$ cat src/rtl/fp_pkg.sv
// Shared types and helpers for the fp arithmetic units.
// Latency: n/a (package only).
// Backpressure: n/a (package only).
package fp_pkg;

    // Pipeline depth of fp_addsub_pipe, from accepted input to out_vld.
    localparam int FP_ADD_LAT = 6;

    // Exception flags in port order {invalid, overflow, underflow, inexact}.
    typedef struct packed {
        logic invalid;
        logic overflow;
        logic underflow;
        logic inexact;
    } fp_flags_t;

    // Operand classes. Denormal encodings classify as ZERO because they are flushed.
    typedef enum logic [2:0] {
        ZERO,
        NORM,
        INF,
        QNAN,
        SNAN
    } fp_class_t;

    // Special-case outcome decided at unpack and applied at the output stage.
    typedef struct packed {
        logic nan;        // result is the canonical qNaN
        logic invalid;    // signalling NaN input or inf - inf
        logic inf;        // result is an infinity taken from an input
        logic inf_sign;   // sign of that infinity
        logic neg_zero;   // (-0) + (-0): an exact zero keeps the negative sign
    } fp_spec_t;

    function automatic int fp_bias(input int exp_w);
        return (1 << (exp_w - 1)) - 1;
    endfunction

    // Canonical quiet NaN {0, all-ones, 1, zeros}, right-aligned in a wide word.
    function automatic logic [127:0] fp_qnan(input int exp_w, input int man_w);
        logic [127:0] v;
        v = '0;
        for (int i = 0; i < exp_w; i++) begin
            v[man_w + i] = 1'b1;
        end
        v[man_w - 1] = 1'b1;
        return v;
    endfunction

endpackage

$ cat src/rtl/fp_lzc.sv
// Priority leading-zero counter: number of zeros above the highest set bit.
// Latency: combinational.
// Backpressure: none. Ports: data in; count out (W when all zero); all_zero out.
module fp_lzc #(
    parameter int W  = 8,
    parameter int CW = $clog2(W + 1)
) (
    input  logic [W-1:0]  data,
    output logic [CW-1:0] count,
    output logic          all_zero
);

    // Scanning upward lets the highest set bit make the last assignment.
    always_comb begin
        count = CW'(W);
        for (int i = 0; i < W; i++) begin
            if (data[i]) begin
                count = CW'(W - 1 - i);
            end
        end
    end

    assign all_zero = ~|data;

endmodule

$ cat src/rtl/fp_addsub_pipe.sv
// Pipelined floating-point add/subtract with round-to-nearest-even, specials and flags.
// Latency: 6 cycles from in_vld && in_rdy to out_vld; 1 op/cycle.
// Backpressure: out_vld && !out_rdy freezes every stage and drops in_rdy; nothing is lost.
// Ports: clk/rst (sync, active-high); in_vld/in_rdy/in_sub/in_tag/a/b operation in;
//        out_vld/out_rdy/out_tag/sum/flags {invalid, overflow, underflow, inexact} result out.
module fp_addsub_pipe
    import fp_pkg::*;
#(
    parameter int EXP_W = 8,
    parameter int MAN_W = 23,
    parameter int TAG_W = 4
) (
    input  logic                     clk,
    input  logic                     rst,
    input  logic                     in_vld,
    output logic                     in_rdy,
    input  logic                     in_sub,
    input  logic [TAG_W-1:0]         in_tag,
    input  logic [EXP_W+MAN_W:0]     a,
    input  logic [EXP_W+MAN_W:0]     b,
    output logic                     out_vld,
    input  logic                     out_rdy,
    output logic [TAG_W-1:0]         out_tag,
    output logic [EXP_W+MAN_W:0]     sum,
    output logic [3:0]               flags
);

    localparam int FW  = 1 + EXP_W + MAN_W;  // packed operand width
    localparam int MGW = EXP_W + MAN_W;      // magnitude {exp, frac}
    localparam int ALN = MAN_W + 3;          // implicit, frac, guard, round
    localparam int AW  = MAN_W + 4;          // ALN plus sticky
    localparam int SW  = MAN_W + 5;          // AW plus carry-out
    localparam int XW  = EXP_W + 2;          // signed internal exponent
    localparam int CW  = $clog2(AW + 1);

    localparam logic [127:0]          QNAN_WIDE = fp_qnan(EXP_W, MAN_W);
    localparam logic [FW-1:0]         QNAN_VAL  = QNAN_WIDE[FW-1:0];
    localparam logic signed [XW-1:0]  EXP_ONES  = {2'b00, {EXP_W{1'b1}}};
    localparam logic signed [XW-1:0]  EXP_ZERO  = '0;

    // ---------------------------------------------------------------- control
    logic [FP_ADD_LAT-1:0] vld_q;
    logic                  stall;
    logic                  adv;

    assign out_vld = vld_q[FP_ADD_LAT-1];
    assign stall   = out_vld & ~out_rdy;
    assign in_rdy  = ~stall;
    assign adv     = ~stall;

    always_ff @(posedge clk) begin
        if (rst) begin
            vld_q <= '0;
        end else if (adv) begin
            vld_q <= {vld_q[FP_ADD_LAT-2:0], in_vld};
        end
    end

    // ---------------------------------------------------------------- S1 unpack
    function automatic fp_class_t classify(input logic [EXP_W-1:0] e, input logic [MAN_W-1:0] f);
        if (e == '0) begin
            return ZERO;
        end
        if (&e) begin
            if (f == '0) begin
                return INF;
            end
            return f[MAN_W-1] ? QNAN : SNAN;
        end
        return NORM;
    endfunction

    logic             sa, sb;
    fp_class_t        ca, cb;
    logic [MGW-1:0]   mag_a, mag_b, mag_x, mag_y;
    logic             a_ge_b, zx, zy;
    logic             sx_c, sy_c;
    logic [EXP_W-1:0] ex_c, ey_c;
    fp_spec_t         spec_c;
    logic             nan_in, inf_cancel;

    always_comb begin
        sa = a[FW-1];
        sb = b[FW-1] ^ in_sub;
        ca = classify(a[FW-2:MAN_W], a[MAN_W-1:0]);
        cb = classify(b[FW-2:MAN_W], b[MAN_W-1:0]);
        // Flushed operands compare as exact zero.
        mag_a  = (ca == ZERO) ? '0 : a[MGW-1:0];
        mag_b  = (cb == ZERO) ? '0 : b[MGW-1:0];
        a_ge_b = (mag_a >= mag_b);
        mag_x  = a_ge_b ? mag_a : mag_b;
        mag_y  = a_ge_b ? mag_b : mag_a;
        sx_c   = a_ge_b ? sa : sb;
        sy_c   = a_ge_b ? sb : sa;
        zx     = a_ge_b ? (ca == ZERO) : (cb == ZERO);
        zy     = a_ge_b ? (cb == ZERO) : (ca == ZERO);
        ex_c   = mag_x[MGW-1:MAN_W];
        ey_c   = mag_y[MGW-1:MAN_W];

        nan_in     = (ca == QNAN) || (ca == SNAN) || (cb == QNAN) || (cb == SNAN);
        inf_cancel = (ca == INF) && (cb == INF) && (sa != sb);
        spec_c.nan      = nan_in || inf_cancel;
        spec_c.invalid  = (ca == SNAN) || (cb == SNAN) || inf_cancel;
        spec_c.inf      = (ca == INF) || (cb == INF);
        spec_c.inf_sign = (ca == INF) ? sa : sb;
        spec_c.neg_zero = (ca == ZERO) && (cb == ZERO) && sa && sb;
    end

    logic [TAG_W-1:0] s1_tag;
    logic             s1_sx, s1_esub;
    logic [EXP_W-1:0] s1_ex, s1_diff;
    logic [MAN_W:0]   s1_mx, s1_my;
    fp_spec_t         s1_spec;

    always_ff @(posedge clk) begin
        if (adv) begin
            s1_tag  <= in_tag;
            s1_sx   <= sx_c;
            s1_esub <= sx_c ^ sy_c;
            s1_ex   <= ex_c;
            s1_diff <= ex_c - ey_c;
            s1_mx   <= {~zx, mag_x[MAN_W-1:0]};
            s1_my   <= {~zy, mag_y[MAN_W-1:0]};
            s1_spec <= spec_c;
        end
    end

    // ---------------------------------------------------------------- S2 align
    logic [2*ALN-1:0] ext;
    logic [AW-1:0]    y_al;

    always_comb begin
        ext  = '0;
        y_al = '0;
        if (int'(s1_diff) >= ALN) begin
            // Everything shifts out; only the sticky survives.
            y_al = {{ALN{1'b0}}, |s1_my};
        end else begin
            ext  = {s1_my, 2'b00, {ALN{1'b0}}} >> s1_diff;
            y_al = {ext[2*ALN-1:ALN], |ext[ALN-1:0]};
        end
    end

    logic [TAG_W-1:0] s2_tag;
    logic             s2_sx, s2_esub;
    logic [EXP_W-1:0] s2_ex;
    logic [AW-1:0]    s2_x, s2_y;
    fp_spec_t         s2_spec;

    always_ff @(posedge clk) begin
        if (adv) begin
            s2_tag  <= s1_tag;
            s2_sx   <= s1_sx;
            s2_esub <= s1_esub;
            s2_ex   <= s1_ex;
            s2_x    <= {s1_mx, 3'b000};
            s2_y    <= y_al;
            s2_spec <= s1_spec;
        end
    end

    // ---------------------------------------------------------------- S3 add/sub
    // X >= Y in magnitude, so the difference never goes negative.
    logic [SW-1:0] r_c;
    assign r_c = s2_esub ? ({1'b0, s2_x} - {1'b0, s2_y}) : ({1'b0, s2_x} + {1'b0, s2_y});

    logic [TAG_W-1:0] s3_tag;
    logic             s3_sx;
    logic [EXP_W-1:0] s3_ex;
    logic [SW-1:0]    s3_r;
    fp_spec_t         s3_spec;

    always_ff @(posedge clk) begin
        if (adv) begin
            s3_tag  <= s2_tag;
            s3_sx   <= s2_sx;
            s3_ex   <= s2_ex;
            s3_r    <= r_c;
            s3_spec <= s2_spec;
        end
    end

    // ---------------------------------------------------------------- S4 normalise
    logic [CW-1:0]          lz;
    logic                   lz_zero;
    logic [AW-1:0]          n_c;
    logic signed [XW-1:0]   e_base, lz_x, e4_c;
    logic                   zero_c;

    fp_lzc #(
        .W  (AW),
        .CW (CW)
    ) u_lzc (
        .data     (s3_r[AW-1:0]),
        .count    (lz),
        .all_zero (lz_zero)
    );

    always_comb begin
        e_base = {2'b00, s3_ex};
        lz_x   = XW'(lz);
        zero_c = ~s3_r[SW-1] & lz_zero;
        if (s3_r[SW-1]) begin
            // Carry-out: shift right one, the dropped bit joins the sticky.
            n_c  = {s3_r[SW-1:2], s3_r[1] | s3_r[0]};
            e4_c = e_base + XW'(1);
        end else begin
            n_c  = s3_r[AW-1:0] << lz;
            e4_c = e_base - lz_x;
        end
    end

    logic [TAG_W-1:0]     s4_tag;
    logic                 s4_sx, s4_zero;
    logic signed [XW-1:0] s4_e;
    logic [AW-1:0]        s4_n;
    fp_spec_t             s4_spec;

    always_ff @(posedge clk) begin
        if (adv) begin
            s4_tag  <= s3_tag;
            s4_sx   <= s3_sx;
            s4_zero <= zero_c;
            s4_e    <= e4_c;
            s4_n    <= n_c;
            s4_spec <= s3_spec;
        end
    end

    // ---------------------------------------------------------------- S5 round
    // s4_n = {implicit, frac[MAN_W], guard, round, sticky}
    logic                 rnd_up;
    logic [MAN_W+1:0]     m_c;
    logic [MAN_W-1:0]     frac_c;
    logic signed [XW-1:0] e5_c;

    always_comb begin
        rnd_up = s4_n[2] & (s4_n[1] | s4_n[0] | s4_n[3]);
        m_c    = {1'b0, s4_n[AW-1:3]} + {{(MAN_W+1){1'b0}}, rnd_up};
        // A rounding carry gives 10.000..., so the fraction is the upper bits shifted.
        frac_c = m_c[MAN_W+1] ? m_c[MAN_W:1] : m_c[MAN_W-1:0];
        e5_c   = s4_e + {{(XW-1){1'b0}}, m_c[MAN_W+1]};
    end

    logic [TAG_W-1:0]     s5_tag;
    logic                 s5_sx, s5_zero, s5_inexact;
    logic signed [XW-1:0] s5_e;
    logic [MAN_W-1:0]     s5_frac;
    fp_spec_t             s5_spec;

    always_ff @(posedge clk) begin
        if (adv) begin
            s5_tag     <= s4_tag;
            s5_sx      <= s4_sx;
            s5_zero    <= s4_zero;
            s5_inexact <= |s4_n[2:0];
            s5_e       <= e5_c;
            s5_frac    <= frac_c;
            s5_spec    <= s4_spec;
        end
    end

    // ---------------------------------------------------------------- S6 overrides
    logic [FW-1:0] res_c;
    fp_flags_t     fl_c;

    always_comb begin
        res_c          = {s5_sx, s5_e[EXP_W-1:0], s5_frac};
        fl_c           = '0;
        fl_c.inexact   = s5_inexact;
        if (s5_spec.nan) begin
            res_c        = QNAN_VAL;
            fl_c         = '0;
            fl_c.invalid = s5_spec.invalid;
        end else if (s5_spec.inf) begin
            res_c = {s5_spec.inf_sign, {EXP_W{1'b1}}, {MAN_W{1'b0}}};
            fl_c  = '0;
        end else if (s5_zero) begin
            res_c = {s5_spec.neg_zero, {(FW-1){1'b0}}};
            fl_c  = '0;
        end else if (s5_e >= EXP_ONES) begin
            res_c          = {s5_sx, {EXP_W{1'b1}}, {MAN_W{1'b0}}};
            fl_c.overflow  = 1'b1;
            fl_c.inexact   = 1'b1;
        end else if (s5_e <= EXP_ZERO) begin
            res_c          = {s5_sx, {(FW-1){1'b0}}};
            fl_c.underflow = 1'b1;
            fl_c.inexact   = 1'b1;
        end
    end

    always_ff @(posedge clk) begin
        if (rst) begin
            sum     <= '0;
            flags   <= '0;
            out_tag <= '0;
        end else if (adv && vld_q[FP_ADD_LAT-2]) begin
            sum     <= res_c;
            flags   <= fl_c;
            out_tag <= s5_tag;
        end
    end

endmodule

$ cat config.mk
export PLATFORM = sky130hd
export DESIGN_NAME = fp_addsub_pipe
export DESIGN_NICKNAME = d
export VERILOG_FILES = /design/src/rtl/fp_pkg.sv /design/src/rtl/fp_lzc.sv /design/src/rtl/fp_addsub_pipe.sv
export SDC_FILE = /design/constraint.sdc
export NUM_CORES = 1
export LEC_CHECK = 0
export ABC_CLOCK_PERIOD_IN_PS = 11640
export CAP_MARGIN = 5
export CELL_PAD_IN_SITES_DETAIL_PLACEMENT = 1
export CELL_PAD_IN_SITES_GLOBAL_PLACEMENT = 1
export CORE_ASPECT_RATIO = 0.75
export CORE_MARGIN = 8
export CORE_UTILIZATION = 48
export DETAILED_ROUTE_END_ITERATION = 8
export PLACE_DENSITY_LB_ADDON = 0.1
export SLEW_MARGIN = 5
export SYNTH_ARGS = -nofsm -noshare
export SYNTH_HDL_FRONTEND = slang
export SYNTH_SLANG_ARGS = --single-unit
$ cat constraint.sdc
create_clock -name clk -period 11.64 [get_ports clk]
set_input_delay 1.164 -clock clk [delete_from_list [all_inputs] [get_ports clk]]
set_output_delay 1.164 -clock clk [all_outputs]
set_load 0.01 [all_outputs]
==> results.md <==
- Simple logic cell fraction of the synthesized area: about 15%
- # hold bufs at CTS: 0
- Maximum vdd ir drop: around 0.10 mV
- I/O pin count: 115
- Drt via density: just under 6
- Number of design rule violations left after detail routing: 0
- Worst path buffer plus inverter count: 3
- Overall routed net length: 54.3 mm
- Longest individual stage delay on the worst path: ~800 ps
- Cell depth of the worst min-delay path: 0
- CP top delay family: simple AND/OR/NAND/NOR gates
- CP Cell Sequence: clkdlybuf4s50_1, nor4_1, nand2_1, nand2_1, inv_1, ha_1, a211oi_1, nor2_1, nor4_1, a211oi_1, nor3_4, buf_4, mux2i_1, a311o_1, a31oi_1, o21ai_1, xor2_1
- Synth Cell Area: 18,800 µm²
- Most frequent cells in the layout: sky130_fd_sc_hd__edfxtp_1 (284), sky130_fd_sc_hd__nand2_1 (186), sky130_fd_sc_hd__nor2_1 (185), sky130_fd_sc_hd__a21oi_1 (121)
- Top achievable clock speed: between 0.15 and 0.2 GHz
- Initial detailed-routing violation count: around 1,300
- Layout cells sized above 1: under 10%
- Die X-Extent: around 240 µm
- Compound-cell area share of the yosys netlist: approximately 15%
- Antenna violation net count after detailed routing: 0
- Final count of hold timing violations: 0
- Clock-pin slew of the registers on the worst-case setup and hold paths: ~70 ps
- Element type at the critical path start: input port
- Element type at the critical path end: flip-flop
- Max Cap Viol: 0
- Worst-path maximum fanout: approximately 110
- Mux cell area share after synthesis: between 6 and 7%
- Total number of nets in the final design: around 2,100
- End point of the worst hold path: s3_spec[3]
- Result of the run: finished, final reports clean
- Ys async rst share: 0%
- Layout-stage area growth over the synthesis result: 14.3%
- Initial antenna violation count: 4
- Setup Skew: ~14 ps
- Initial core utilization: between 40% and 50%
- Source-to-sink clock delay at the later pin of the worst-skew pair: around 530 ps
- Xor-xnor portion of the synthesized cell area: between 3 and 4%
- Floorplan row count: 63
- Actual slew at the worst max-slew pin: 1140 ps
- Clock sink total: 330
- Level count of the clock H-tree: 2
- Antenna diode count: 0
- Critical hold path startpoint: s2_spec[3]
- Final routed wire length divided by cell count: between 20 and 25 µm
- Worst endpoint required time: around 12,000 ps
- Synthesized netlist net count: a little over 2,000
- Yosys reg bits: 330
- Worst slew margin: between 20% and 30%
- Overall overflow remaining after global route: 0
- Total of endpoints with negative setup slack in the final report: 0
- Register-to-Register Setup Slack: 7380 ps
- Hold Crit Class: reg2reg
- Number of buffers added for setup after CTS: 0
- Final weighted congestion of routability-driven global placement: 0.899
- Worst setup path class: in2reg
- Time the final worst path needs with I/O delays and setup: 6470 ps
- Commonest register cell after synthesis: sky130_fd_sc_hd__edfxtp_1
- HPWL Detailed: ~41 mm
- Gates resized, CTS repair: 0
- Number of max-slew violations in the final report: 0
- Distinct cell type count of the synthesized netlist: between 80 and 90
- Total number of vias: between 10,000 and 15,000
- Dominant combinational cell family by area after synthesis: simple AND/OR/NAND/NOR gates
- Post-Synth Adder-Cell Area: just over 6%
- Root buffer cell: sky130_fd_sc_hd__clkbuf_16
- Leading cell type in the layout, fill and taps excluded: sky130_fd_sc_hd__edfxtp_1
- Global-route wire length before repair: ~86 mm
- Clock buffers created by TritonCTS: 36
- Syn Area/Cell: ~10 µm²
- Sum of negative setup slack: 0 ps
- Core Footprint: between 30,000 and 40,000 µm²
- Largest net degree at the start of global routing: 120
- Die span in y: roughly 190 µm
- Clock Path Buffers: 3
- Cells after synthesis: 1,869
- Portion of the clock cycle consumed by the worst path in the final layout: 55.6%
- TritonCTS clock tree: yes
- Gr usage total: a little under a quarter
- Worst R2R End: s4_e[7]
- Pwr Density: about 190 nW/µm²
- Data arrival time of the critical path: slightly below 7000 ps
- Drt first pass iters: 5
- Part of the Yosys area used for sequential elements: 50.2%
- Via count of the first global-routing pass: 15,000
- Die outline area: ~46,000 µm²
- Count of cells along the worst register-to-register path: 10
- Startpoint of the lowest-slack register-to-register path: s3_r[23]
- Number of warning messages in the yosys log: 0
- Count of flip-flops with a built-in enable after synthesis: about 280
- Cell at the slowest stage of the critical path: sky130_fd_sc_hd__buf_4
- RSZ-0062 raised after global routing: false
- Worst hold margin: 414 ps
- Static power due to leakage: between 8 and 9 nW
- Port Buf Inserts: between 100 and 150
==> flip-flops by register name (all words and copies together), names as in the netlist, 10 cells and up <==
register and count:
s3_r 28, s1_mx 24, s2_y 27, s5_e 10, s4_n 27, s5_frac 23
s4_e 10, s1_my 24, sum 32, s2_x 24
==> per-stage QoR <==
stage | std cells | cell area (µm²) | worst slack [ps] | util [%] | power [mW]
2_1_floorplan | 1869 | 18800 | 1800 | - | 2.48
3_3_place_gp | 2418 | 20400 | 4830 | 52.1 | 2.82
3_5_place_dp | 2418 | 20400 | 4670 | 52.1 | 2.86
4_1_cts | 2483 | 21500 | 5220 | 55.1 | 4.01
5_1_grt | 2483 | 21500 | 4680 | 55.1 | 4.20
6_report | 2483 | 21500 | 5170 | 55.1 | 4.00
==> cell type report <==
cell class                 count  area, µm²
inverter                     105        402
clock buffer                  45        955
fill                        4293      17600
multi-input combinational   1335       8610
sequential                   330       9450
timing repair buffer         128       1250
tap                          520        651
clock inverter                20        221
==> kinds of logic after synthesis <==
logic type | count (synthesis)
AO/OA/AOI/OAI | 445
XOR/XNOR | 68
AND/OR/NAND/NOR | 622
multiplexers | 108
flip-flops | 330
adder cells (fa/ha/maj) | 92
buffers and inverters | 204
==> per-layer routing <==
metal  vias up  GRT usage [%]  part of all wire (%)
li1       6997              -                     -
met1      7313           35.1                    49
met2       334           35.3                    44
met3        55           3.67                   5.3
met4         0           3.84                   1.3
met5         -              0                     0
==> worst register-to-register path, cell delays in order, from the launching register on <==
cell and delay (ps):
sky130_fd_sc_hd__edfxtp_1 500, sky130_fd_sc_hd__nor4_1 1000, sky130_fd_sc_hd__nand2_1 250, sky130_fd_sc_hd__nor2_1 540, sky130_fd_sc_hd__clkinv_1 510, sky130_fd_sc_hd__ha_1 490, sky130_fd_sc_hd__a21oi_1 80, sky130_fd_sc_hd__o21ai_0 290
sky130_fd_sc_hd__nor3_1 90, sky130_fd_sc_hd__a31oi_1 200, sky130_fd_sc_hd__xnor2_1 90
==> synth_stat cells (all sizes together), types with 5 or more instances <==
master	instances	area, µm²
nand2	187	702
a31oi	20	125
a21boi	5	41.3
o31ai	8	60.1
buf	22	109
a221oi	7	67.6
a211oi	32	240
a22o	8	70.1
a22oi	27	208
nor4	37	231
inv	103	387
nand2b	24	150
xnor2	38	333
mux2i	88	901
or3	10	62.6
or4	5	37.5
nor2b	12	75.1
nor2	187	707
nand4	20	125
xor2	30	263
o21a	7	52.6
dfxtp	46	921
nand3	55	275
and3	6	37.5
clkbuf	77	289
a21o	11	82.6
o21bai	8	60.1
o22ai	10	62.6
ha	90	1130
nor3	51	267
a211o	8	70.1
a21oi	122	614
o21ai	129	646
o41ai	5	51.3
and2	8	50.1
mux2	18	203
edfxtp	284	8530
==> power breakdown <==
group	switching [mW]	leakage (nW)	internal, mW
clock	0.483	0.561	0.657
combinational	0.647	4.25	0.426
sequential	0.216	3.47	1.57
total	1.35	8.29	2.65
==> worst max path at each step <==
stage / endpoint / slack, ps / from / cells past startpoint
floorplan: sum[2] / 1800 / out_rdy / 9
global placement: s1_diff[7] / 4830 / a[23] / 17
detailed placement: s1_diff[7] / 4670 / a[24] / 17
CTS: s1_diff[7] / 5220 / a[23] / 17
global route: s1_diff[7] / 4680 / a[23] / 17
finish: s1_diff[7] / 5170 / a[23] / 17
Note: power is estimated with default switching activity, not from simulation.
